==> config.mk <==
export PLATFORM = sky130hd
export DESIGN_NAME = mmio_dec
export DESIGN_NICKNAME = d
export VERILOG_FILES = /design/src/rtl/mmio_dec.sv
export SDC_FILE = /design/constraint.sdc
export NUM_CORES = 1
export LEC_CHECK = 0
export BUFFER_PORTS_ARGS = -buffer_cell sky130_fd_sc_hd__buf_2
export CAP_MARGIN = 10
export CELL_PAD_IN_SITES_DETAIL_PLACEMENT = 1
export CELL_PAD_IN_SITES_GLOBAL_PLACEMENT = 2
export CORE_MARGIN = 4
export CORE_UTILIZATION = 33
export DETAILED_ROUTE_END_ITERATION = 10
export PLACE_DENSITY_LB_ADDON = 0.1
export SETUP_SLACK_MARGIN = 0.4
export SLEW_MARGIN = 15
export SYNTH_ARGS = -nofsm -noshare
export SYNTH_HDL_FRONTEND = slang
export SYNTH_SLANG_ARGS = --single-unit
export TNS_END_PERCENT = 5
==> constraint.sdc <==
create_clock -name clk -period 4.27 [get_ports clk]
set_input_delay 0.6405 -clock clk [delete_from_list [all_inputs] [get_ports clk]]
set_output_delay 0.6405 -clock clk [all_outputs]
set_load 0.01 [all_outputs]
==> src/rtl/mmio_dec.sv <==
// Memory-map decoder and MMIO register block between the MEM stage, the DMEM/IMEM
// block RAMs and the UART: store enables, IO registers, UART strobes and counters.
module mmio_dec #(
  parameter int          DATA_W    = 32,
  parameter int          CNT_W     = 32,
  parameter logic [3:0]  IO_REGION = 4'h8
) (
  input  logic              clk,
  input  logic              rst,
  input  logic              stall,
  input  logic              mem_write,
  input  logic              mem_read,
  input  logic [1:0]        mem_size,
  input  logic [31:0]       addr,
  input  logic [DATA_W-1:0] wdata,
  input  logic              instr_retire,
  output logic [3:0]        dmem_we,
  output logic [3:0]        imem_we,
  output logic [DATA_W-1:0] mem_wdata,
  output logic              rd_sel,
  output logic [DATA_W-1:0] io_rdata,
  output logic              addr_err,
  input  logic              uart_din_ready,
  output logic              uart_din_valid,
  output logic [7:0]        uart_din,
  input  logic              uart_dout_valid,
  input  logic [7:0]        uart_dout,
  output logic              uart_dout_ready
);

  if (DATA_W != 32) begin : g_bad_data_w
    $error("mmio_dec: DATA_W must be 32");
  end
  if (CNT_W < 1 || CNT_W > 32) begin : g_bad_cnt_w
    $error("mmio_dec: CNT_W must be in 1..32");
  end

  // IO register word offsets (byte offset / 4) within the IO region.
  localparam logic [25:0] OFF_STAT = 26'h0;
  localparam logic [25:0] OFF_RX   = 26'h1;
  localparam logic [25:0] OFF_TX   = 26'h2;
  localparam logic [25:0] OFF_CYC  = 26'h4;
  localparam logic [25:0] OFF_INS  = 26'h5;
  localparam logic [25:0] OFF_CLR  = 26'h6;

  logic [3:0]        region;
  logic [25:0]       word;
  logic              dmem_hit, imem_hit, io_hit, unmapped;
  logic              access, rw_both, misalign, err, wr_ok, rd_ok;
  logic [3:0]        be;
  logic [DATA_W-1:0] wrep;
  logic [DATA_W-1:0] io_word;
  logic [31:0]       cyc_ext, ins_ext;
  logic              clr, tx_fire, rx_pop;

  logic [CNT_W-1:0]  cyc_q, cyc_d, ins_q, ins_d;
  logic              rd_sel_q, rd_sel_d;
  logic [DATA_W-1:0] io_rdata_q, io_rdata_d;
  logic              addr_err_q, addr_err_d;
  logic              din_valid_q, din_valid_d;
  logic [7:0]        din_q, din_d;
  logic              dout_ready_q, dout_ready_d;

  assign region   = addr[31:28];
  assign word     = addr[27:2];
  assign dmem_hit = ~region[3] & region[0];
  assign imem_hit = ~region[3] & region[1];
  assign io_hit   = (region == IO_REGION);
  assign unmapped = ~(dmem_hit | imem_hit | io_hit);

  // Reset is folded in so that every output reads 0 while rst is high.
  assign access  = (mem_read | mem_write) & ~stall & ~rst;
  assign rw_both = mem_read & mem_write;

  always_comb begin
    misalign = 1'b0;
    be       = 4'b0000;
    wrep     = wdata;
    case (mem_size)
      2'b00: begin
        be   = 4'b0001 << addr[1:0];
        wrep = {4{wdata[7:0]}};
      end
      2'b01: begin
        be       = addr[1] ? 4'b1100 : 4'b0011;
        wrep     = {2{wdata[15:0]}};
        misalign = addr[0];
      end
      2'b10: begin
        be       = 4'b1111;
        misalign = |addr[1:0];
      end
      default: misalign = 1'b1;
    endcase
    if (misalign) be = 4'b0000;
  end

  assign err   = access & (misalign | unmapped | rw_both);
  assign wr_ok = access & ~err & mem_write;
  assign rd_ok = access & ~err & mem_read;

  assign dmem_we   = (wr_ok & dmem_hit) ? be : 4'b0000;
  assign imem_we   = (wr_ok & imem_hit) ? be : 4'b0000;
  assign mem_wdata = rst ? '0 : wrep;

  always_comb begin
    cyc_ext = '0;
    ins_ext = '0;
    cyc_ext[CNT_W-1:0] = cyc_q;
    ins_ext[CNT_W-1:0] = ins_q;
  end

  always_comb begin
    io_word = '0;
    if (io_hit) begin
      case (word)
        OFF_STAT: io_word = {30'b0, uart_dout_valid, uart_din_ready};
        OFF_RX:   io_word = {24'b0, uart_dout};
        OFF_CYC:  io_word = cyc_ext;
        OFF_INS:  io_word = ins_ext;
        default:  io_word = '0;
      endcase
    end
  end

  // UART handshake: a byte moves on a cycle where valid and ready are both high;
  // valid/ready strobes here are single-cycle, registered one cycle after the access.
  assign clr     = wr_ok & io_hit & (word == OFF_CLR);
  assign tx_fire = wr_ok & io_hit & (word == OFF_TX) & uart_din_ready;
  assign rx_pop  = rd_ok & io_hit & (word == OFF_RX);

  always_comb begin
    cyc_d        = clr ? '0 : cyc_q + CNT_W'(1);
    ins_d        = clr ? '0 : ins_q + CNT_W'(instr_retire);
    rd_sel_d     = rd_ok ? io_hit  : rd_sel_q;
    io_rdata_d   = rd_ok ? io_word : io_rdata_q;
    addr_err_d   = err;
    din_valid_d  = tx_fire;
    din_d        = tx_fire ? wdata[7:0] : 8'h00;
    dout_ready_d = rx_pop;
  end

  always_ff @(posedge clk) begin
    if (rst) begin
      cyc_q        <= '0;
      ins_q        <= '0;
      rd_sel_q     <= 1'b0;
      io_rdata_q   <= '0;
      addr_err_q   <= 1'b0;
      din_valid_q  <= 1'b0;
      din_q        <= 8'h00;
      dout_ready_q <= 1'b0;
    end else begin
      cyc_q        <= cyc_d;
      ins_q        <= ins_d;
      rd_sel_q     <= rd_sel_d;
      io_rdata_q   <= io_rdata_d;
      addr_err_q   <= addr_err_d;
      din_valid_q  <= din_valid_d;
      din_q        <= din_d;
      dout_ready_q <= dout_ready_d;
    end
  end

  assign rd_sel          = rd_sel_q;
  assign io_rdata        = io_rdata_q;
  assign addr_err        = addr_err_q;
  assign uart_din_valid  = din_valid_q;
  assign uart_din        = din_q;
  assign uart_dout_ready = dout_ready_q;

endmodule

**After elaboration in Yosys (flattened, before gate mapping)**

Index checks and enable logic that the tools add are counted.

- Bits in registers: 108
- Bits of input ports: 82
- Logic and storage cells: 62

- Add/sub/neg operators: 2
- Eq/ne operators: 8
- Shifts and indexed selects: 1
- Multiplexer cells: 10
- Bitwise gates (word level): 28
- Reductions and logical operators: 5

Operator list:

| kind | number |
|---|---|
| $pmux W32 S4 | 1 |
| $eq A26 B3 Y1 const B | 3 |
| $mux W32 | 2 |
| $pmux W32 S2 | 1 |
| $add A32 B1 Y32 | 1 |
| $add A32 B1 Y32 const B | 1 |
| $eq A26 B1 Y1 const B | 1 |
| $eq A26 B2 Y1 const B | 1 |
| $logic_not A26 Y1 | 1 |
| $and A1 B1 Y1 | 17 |
| $mux W4 | 4 |
| $pmux W4 S3 | 1 |
| $not A1 Y1 | 6 |
| $reduce_or A2 Y1 | 3 |
| $or A1 B1 Y1 | 5 |
| $eq A4 B4 Y1 const B | 1 |
| $shl A1 B2 Y4 const A | 1 |
| $pmux W1 S3 | 1 |
| $eq A2 B1 Y1 const B | 1 |
| $eq A2 B2 Y1 const B | 1 |
| $logic_not A2 Y1 | 1 |

**Depth between registers and ports, before layout**

Gate-level depths: netlist of run 1.

- Depth after elaboration: 16
- Mapped depth: 8

**Worst setup path before layout of run 1**

OpenSTA, ideal clock, no wires.

- Path type: input -> register
- Start point: input addr[29]
- End point: register io_rdata_q[31] (netlist: io_rdata[31])
- Library setup time: 0.069 ns
- Arrival time: 2.576 ns
- Setup slack: 1.625 ns
- Stages on the path: 8
- Path buffers: 3
- Cells stage by stage: or4b_4 nand4b_4 or4_4 buf_6 or2_1 buf_6 buf_12 o2bb2ai_4

- Cells in the longest elaborated chain, start to end: 10
- Elaborated cells between the ends (all ways): 12

RTL lines:

| item | line | text |
|---|---|---|
| from (decl) | 14 | `input logic [31:0] addr,` |
| $and A1 B1 Y1 | 67 | `assign imem_hit = ~region[3] & region[1];` |
| $or A1 B1 Y1 (2 in series) | 69 | `assign unmapped = ~(dmem_hit \| imem_hit \| io_hit);` |
| $not A1 Y1 | 69 |  |
| $or A1 B1 Y1 (2 in series) | 98 | `assign err = access & (misalign \| unmapped \| rw_both);` |
| $and A1 B1 Y1 | 98 |  |
| $not A1 Y1 | 100 | `assign rd_ok = access & ~err & mem_read;` |
| $and A1 B1 Y1 (2 in series) | 100 |  |
| to (signal assigned) | 157 | `io_rdata_q <= io_rdata_d;` |
| to (decl) | 58 | `logic [DATA_W-1:0] io_rdata_q, io_rdata_d;` |

Parallel ways exist; a longest one is shown, timed or not.
A chain may end at the register's enable or synchronous reset.

**Final worst setup path of run 1**

- Start point: input rst
- End point: output dmem_we[3]

- Cells in the longest elaborated chain, start to end: 8

RTL lines:

| item | line | text |
|---|---|---|
| from (decl) | 9 | `input logic rst,` |
| $not A1 Y1 (*) | 72 | `assign access = (mem_read \| mem_write) & ~stall & ~rst;` |
| $and A1 B1 Y1 (*) | 72 |  |
| $and A1 B1 Y1 | 98 |  |
| $not A1 Y1 | 99 | `assign wr_ok = access & ~err & mem_write;` |
| $and A1 B1 Y1 (*) (2 in series) | 99 |  |
| $and A1 B1 Y1 (*) | 102 | `assign dmem_we = (wr_ok & dmem_hit) ? be : 4'b0000;` |
| $mux W4 (*) | 102 |  |
| to (decl) | 17 | `output logic [3:0] dmem_we,` |

Mark *: on every way between the ends. The rest lies on a longest branch, timed or not.

==> metrics.cfg, run 1 <==
[die]
fp-row-count = 46
io_pins = 166
die_y_um = 137
die_area_um2 = 18600
core_um2 = 16100
die_w_um = 137
initial_core_util = 0.339

[power]
switchingPower_mw = 0.511
power_density_nw_per_um2 = 298
p_leak_nw = 2.83
p_total_mw = 2.01
p_seq_frac = 0.507
peakVddDrop_v = 0.000179
p_comb_frac = 0.098
clockPowerShare = 0.395
intPower_mw = 1.50
p_sw_frac = 0.254

[final_layout]
fillCellCount = 1935
layout.nets = 833
drive_gt1_frac = 0.299
seq_area_um2 = 2160
multi_input_area_um2 = 3110
synthToLayoutAreaGrowth_pct = 23.4

[timing]
final.min_clock_period_ns = 2.84
finalHoldViolCount = 0
timing.final.crit_share = 0.666
setup_violations = 0
finalSetupTns_ns = 0
worst_clock_skew_ns = 0.0153
clock.fmax_mhz = 352
final_max_slew_viol_count = 0
rsz0062_at_grt = no
max-slew-margin-rel = 0.270
worst_pin_slew_ns = 1.09

[synth]
async_flop_share = 0
avgSynthCellArea_um2 = 9.11
syn-cell-area_um2 = 5450
ys_seq_area_frac = 0.397
synth-edff-count = 0
ys_types = 47
synth_nets = 683
ys_seq_elements = 108
synth_flop_cell = dfxtp_1
syn_inst = 598
yosysWarnings = 0

[critical_path]
reg2reg_to = cyc_ext[29]
end_kind = primary output
cp_max_fo = 39
r2r.worst_path.cells = 5
startpoint = rst
cp.arrival_ns = 2.20
required_ns = 3.63
rr_startpoint = cyc_ext[6]
worstSetupPathType = in -> out
worstSetupStartpointType = input port
r2r_slack_ns = 1.74

[hold_path]
hold_class = reg -> reg
min_from = io_rdata[27]
hold_end = io_rdata[27]
hold_path_depth = 1

[grt]
grt_pass1_vias = 5296
grt_use_met2 = 0.338
antenna_found_initial = 1
grtUsageTotal = 0.185
grt_max_degree = 41
grt_use_met1 = 0.215
grt_pass1_wl_mm = 27.3
busiest_layer = met2
gr-usage-met3 = 0.0493
grt_overflow = 0

[clock_network]
cts_tree = yes
cts_buffer_depth = 2
hold_buffers = 0
cts_resized = 0
clkSlewWorstSetupHoldPaths_ns = 0.06
clock_latency_ns = 0.35
cts_setup_buffers = 0
cts.sinks = 108
cts_max_level = 3
cts_buffers = 9
cts_root_buf = clkbuf_16

[routing]
first_iter_violations = 151
via_per_inst = 5.07
drt_first_pass_iters = 4
num_vias = 4919
routed_wl_mm = 16.7
ant_nets = 0
drt-wirelength-per-cell_um = 17.2
drc = 0

[placement]
gp_congestion = 0.750
dp_hpwl_mm = 12.7
portBuffers = 165

[status]
status = finished clean

[job]
cap_violations = 0

==> critical path: stages <==
cell and delay (ns):
buf_2 0.32, nor4b_1 0.43, o21a_1 0.22, nor2b_1 0.18
nand2_1 0.12, nor2_1 0.12, buf_2 0.14
==> synthesized netlist by cell type, types with 4 or more instances <==
cell	count	area share
mux2i_1	40	0.073
xnor2_1	18	0.029
nor2b_1	11	0.013
and4_1	11	0.018
nand2_1	28	0.019
mux2_2	6	0.012
and3_1	9	0.010
o21ai_0	15	0.014
o2bb2ai_1	12	0.019
dfxtp_1	108	0.40
buf_1	8	0.0055
inv_1	9	0.0062
a22oi_1	7	0.0096
nor4_2	4	0.0092
nand4_1	21	0.024
nand3_1	25	0.023
a21oi_1	20	0.018
and2_1	10	0.011
o2bb2ai_2	18	0.050
nor2_1	114	0.079
nor3_1	8	0.0073
clkbuf_1	20	0.014
xor2_1	41	0.066
==> cell type report <==
cell class	instances	share of cell area
multi-input cells	449	0.462
diodes	2	0.000744
inverters	9	0.00502
clock buffers	10	0.0340
repair buffers	171	0.129
flip-flops and latches	108	0.321
clock inverters	6	0.00707
well taps	216	0.0402
==> kinds of logic (layout without fill, tap and decap cells) <==
kind of cell	count (synthesis)	after routing	share of synthesized area
simple gates	259	259	0.242
flops	108	108	0.397
compound gates	80	80	0.129
xor+xnor	59	59	0.0948
mux	48	48	0.0941
buf+inv	41	196	0.0360
fa+ha+maj	3	3	0.00689
other cells	0	2	0
==> power by group through the flow <==
stage | clock network [mW] | registers [mW] | logic, mW
after global placement | 0 | 1.04 | 0.196
after global routing | 0.872 | 1.02 | 0.218
after floorplan | 0 | 1.04 | 0.109
after CTS | 0.823 | 1.02 | 0.201
after detailed placement | 0 | 1.04 | 0.200
final | 0.793 | 1.02 | 0.196
==> worst max-delay path by stage <==
stage / endpoint
5_1_grt: imem_we[3]
3_3_place_gp: io_rdata[30]
6_report: dmem_we[3]
3_5_place_dp: io_rdata[20]
2_1_floorplan: io_rdata[31]
4_1_cts: imem_we[1]
==> cells in the final DEF, fill, tap and decap left out, types with 6 or more instances in the layout <==
cell type / netlist / routed
mux2i_1: 40 / 40
dfxtp_1: 108 / 108
buf_4: 0 / 6
xor2_1: 41 / 41
buf_2: 0 / 165
nor2_1: 114 / 113
and4_1: 11 / 11
nor2b_1: 11 / 11
clkbuf_16: 0 / 9
nor3_1: 8 / 8
nand4_1: 21 / 21
mux2_2: 6 / 6
and3_1: 9 / 9
xnor2_1: 18 / 18
inv_1: 9 / 9
nand3_1: 25 / 25
o21ai_0: 15 / 15
o2bb2ai_1: 12 / 12
nand2_1: 28 / 28
a22oi_1: 7 / 7
o2bb2ai_2: 18 / 18
and2_1: 10 / 10
a21oi_1: 20 / 20
==> sequential cells by signal, indices dropped and copies added (netlist names) <==
name             cells
addr_err             1
cyc_ext             32
ins_ext             32
io_rdata            32
rd_sel               1
uart_din             8
uart_din_valid       1
uart_dout_ready      1
==> per-stage QoR <==
step	setup slack (ns)	cells	hold WS (ns)	area, µm²	utilization
global route	1.15	970	0.476	6720	0.419
global placement	1.39	953	0.441	6440	0.401
finish	1.43	971	0.462	6730	0.419
CTS	1.41	969	0.467	6710	0.418
detailed placement	1.33	953	0.446	6440	0.401
floorplan	1.62	598	0.450	5450	-
==> routing by layer <==
| metal | wire, µm | vias to the layer above |
|---|---|---|
| li1 | - | 2401 |
| met2 | 8670 | 99 |
| met5 | 0 | - |
| met1 | 7100 | 2409 |
| met4 | 179 | 0 |
| met3 | 777 | 10 |
No activity file was read; power rests on OpenSTA's default activity.
==> inputs of run 2 (changes only) <==
ABC_AREA = 1   (was default)
CORE_UTILIZATION = 28   (was 33)
clock period = 2.8 ns   (was 4.27 ns; I/O delays follow)
==> metrics.cfg, run 2 <==
[timing]
worst_clock_skew_ns = 0.00768  ; was 0.0153 ns
setup_violations = 0  ; unchanged
worst_slack_ns = 0.619  ; was 1.43 ns
worst_pin_slew_ns = 0.638  ; was 1.09 ns
timing.final.crit_share = 0.779
rsz0062_at_grt = no  ; unchanged
whs_ns = 0.269  ; was 0.462 ns
finalSetupTns_ns = 0  ; unchanged
clock.fmax_mhz = 458
finalHoldViolCount = 0  ; unchanged
final_max_slew_viol_count = 0  ; unchanged
final.min_clock_period_ns = 2.18
max-slew-margin-rel = 0.571  ; was 0.270

[grt]
antenna_found_initial = 0  ; was 1
grt_pass1_wl_mm = 35.1  ; was 27.3 mm
grtUsageTotal = 0.181  ; was 0.185
grt_overflow = 0  ; unchanged
grt_pass1_vias = 6411  ; was 5,296
grt_max_degree = 65  ; was 41

[power]
intPower_mw = 2.35  ; was 1.50 mW
peakVddDrop_v = 0.000258  ; was 0.000179 V
p_leak_nw = 3.15  ; was 2.83 nW
power_density_nw_per_um2 = 420  ; was 298 nW/µm²
clockPowerShare = 0.413  ; was 0.395
switchingPower_mw = 0.757  ; was 0.511 mW
p_sw_frac = 0.244  ; was 0.254
p_seq_frac = 0.500  ; was 0.507
p_total_mw = 3.10  ; was 2.01 mW
p_comb_frac = 0.088  ; was 0.098

[clock_network]
cts_setup_buffers = 0  ; unchanged
cts_root_buf = clkbuf_16  ; unchanged
cts_resized = 0  ; unchanged
hold_buffers = 0  ; unchanged
cts_max_level = 3  ; unchanged
cts.sinks = 108  ; unchanged
clock_latency_ns = 0.35  ; about the same
cts_tree = yes  ; unchanged
cts_buffers = 9  ; unchanged
cts_buffer_depth = 2  ; unchanged
clkSlewWorstSetupHoldPaths_ns = 0.07  ; was 0.06 ns

[final_layout]
layout.nets = 1150  ; was 833
finalNonFillerCells = 1345  ; was 971
finish.instance_area_um2 = 7400  ; was 6730 µm²
drive_gt1_frac = 0.221  ; was 0.299
mostFrequentLayoutCells = 208 x nand2_1, 165 x buf_2, 147 x nor2_1  ; was 165 x buf_2, 113 x nor2_1, 108 x dfxtp_1
num_antenna_cells = 0  ; was 2
synthToLayoutAreaGrowth_pct = 22.3  ; was 23.4%
final_common_cell = nand2_1  ; was buf_2
final_core_util = 0.350  ; was 0.419

[routing]
num_vias = 6273  ; was 4,919
drt-wirelength-per-cell_um = 16.2  ; was 17.2 µm
via_per_inst = 4.66  ; was 5.07
routed_wl_mm = 21.8  ; was 16.7 mm
ant_nets = 0  ; unchanged
first_iter_violations = 195  ; was 151
drt_first_pass_iters = 4  ; unchanged
drc = 0  ; unchanged

[die]
fp-row-count = 53  ; was 46
die_area_um2 = 24000  ; was 18,600 µm²
io_pins = 166  ; unchanged
initial_core_util = 0.286  ; was 0.339
die_w_um = 155  ; was 137 µm
core_um2 = 21200  ; was 16,100 µm²
die_y_um = 155  ; was 137 µm

[synth]
synth_most_common_cell = nand2_1  ; was nor2_1
synth_flop_cell = dfxtp_1  ; unchanged
synth_common_cells = 208 x nand2_1, 147 x nor2_1, 108 x dfxtp_1  ; was 114 x nor2_1, 108 x dfxtp_1, 41 x xor2_1
syn-cell-area_um2 = 6050  ; was 5450 µm²
ys_seq_area_frac = 0.357  ; was 0.397
synth_nets = 996  ; was 683
ys_seq_elements = 108  ; unchanged
synth_top_family_by_area = simple AND/OR/NAND/NOR gates  ; unchanged
synthSimpleGateAreaFrac = 0.394  ; was 0.242
async_flop_share = 0  ; unchanged
syn_inst = 911  ; was 598
avgSynthCellArea_um2 = 6.64  ; was 9.11 µm²
synth-edff-count = 0  ; unchanged
synthAdderAreaFrac = 0.00621  ; was 0.00689
yosysWarnings = 0  ; unchanged
synthMuxAreaShare = 0  ; was 0.0941
ys_types = 31  ; was 47
synth_xor_area_frac = 0.0652  ; was 0.0948
synthTopCellsByArea = dfxtp_1 36%, nand2_1 13%, nor2_1 9.1%, nand3_1 7.0%, a21oi_1 5.5%  ; was dfxtp_1 40%, nor2_1 7.9%, mux2i_1 7.3%, xor2_1 6.6%, o2bb2ai_2 5.0%
yosysTopAreaCell = dfxtp_1  ; unchanged
synth_compound_area_frac = 0.0842  ; was 0.129
synth_top_area_share = 0.357  ; was 0.397

[critical_path]
worstSetupStartpointType = input port  ; unchanged
cp_max_fo = 8  ; was 39
end_kind = primary output  ; unchanged
worstSetupPathType = in -> out  ; unchanged
cp.arrival_ns = 1.76  ; was 2.20 ns
required_ns = 2.38  ; was 3.63 ns

[status]
status = finished clean  ; unchanged

[placement]
placed_cell_area_um2 = 7100  ; was 6440 µm²
portBuffers = 165  ; unchanged
dp_cells = 1329  ; was 953
post-place-ws_ns = 0.535  ; was 1.33 ns
gp_congestion = 0.838  ; was 0.750
dp_hpwl_mm = 17.5  ; was 12.7 mm

[hold_path]
hold_class = in -> reg  ; was reg -> reg

[job]
cap_violations = 0  ; unchanged

run 2: cell count changes in the layout (fill, tap and decap cells not counted), sizes merged, moves of 9 or more:
cell / before / now
nand2: 28 / 219
inv: 11 / 93
nand3: 25 / 88
nor2: 114 / 164
a21oi: 20 / 66
mux2i: 40 / 0
o2bb2ai: 32 / 0
xor2: 41 / 23
nor3: 8 / 24
and4: 11 / 0
nor2b: 11 / 0
or2: 2 / 12
and3: 9 / 0
run 2: area by class of cell:
class	count	area, µm²
multi-input cells	677	3330
flip-flops and latches	108	2160
clock inverters	5	61.3
well taps	275	344
repair buffers	176	921
clock buffers	11	233
inverters	93	349
fillers	2808	13800
run 2: cells by family (layout without fill, tap and decap cells):
group	Yosys count	after routing
and+or+nand+nor	532	532
DFF	108	108
buffers and inverters	126	285
xor gates and xnor gates	45	45
AOI/OAI and AO/OA	97	97
adders and majority gates	3	3
run 2: worst paths after layout:
path	endpoint	slack (ns)	cells past startpoint	startpoint
max	dmem_we[0]	0.62	11	mem_size[1]
min	addr_err	0.27	2	stall
max reg2reg	ins_ext[24]	0.72	12	ins_ext[0]
min reg2reg	io_rdata[31]	0.46	2	io_rdata[31]
run 2: worst max-delay path, stage by stage:
cell and delay, ns:
buf_2 0.10, inv_1 0.18, nand2_1 0.10, o21ai_2 0.09, nand2_1 0.11, nor2_4 0.13, nand3_1 0.11, inv_1 0.10
nand3_1 0.15, nor2_1 0.13, buf_2 0.15
run 2: power groups by stage:
stage / sequential [mW] / combinational [mW] / clock [mW]
2_1_floorplan: 1.58 / 0.145 / 0
3_3_place_gp: 1.59 / 0.277 / 0
3_5_place_dp: 1.59 / 0.276 / 0
4_1_cts: 1.55 / 0.278 / 1.34
5_1_grt: 1.55 / 0.307 / 1.39
6_report: 1.55 / 0.272 / 1.28
run 2: per-layer routing:
layer	up-vias	track usage	share of wire
met3	17	0.0314	0.057
met4	0	0.0442	0.013
met2	135	0.298	0.45
li1	3223	-	-
met5	-	0	0
met1	2898	0.247	0.48
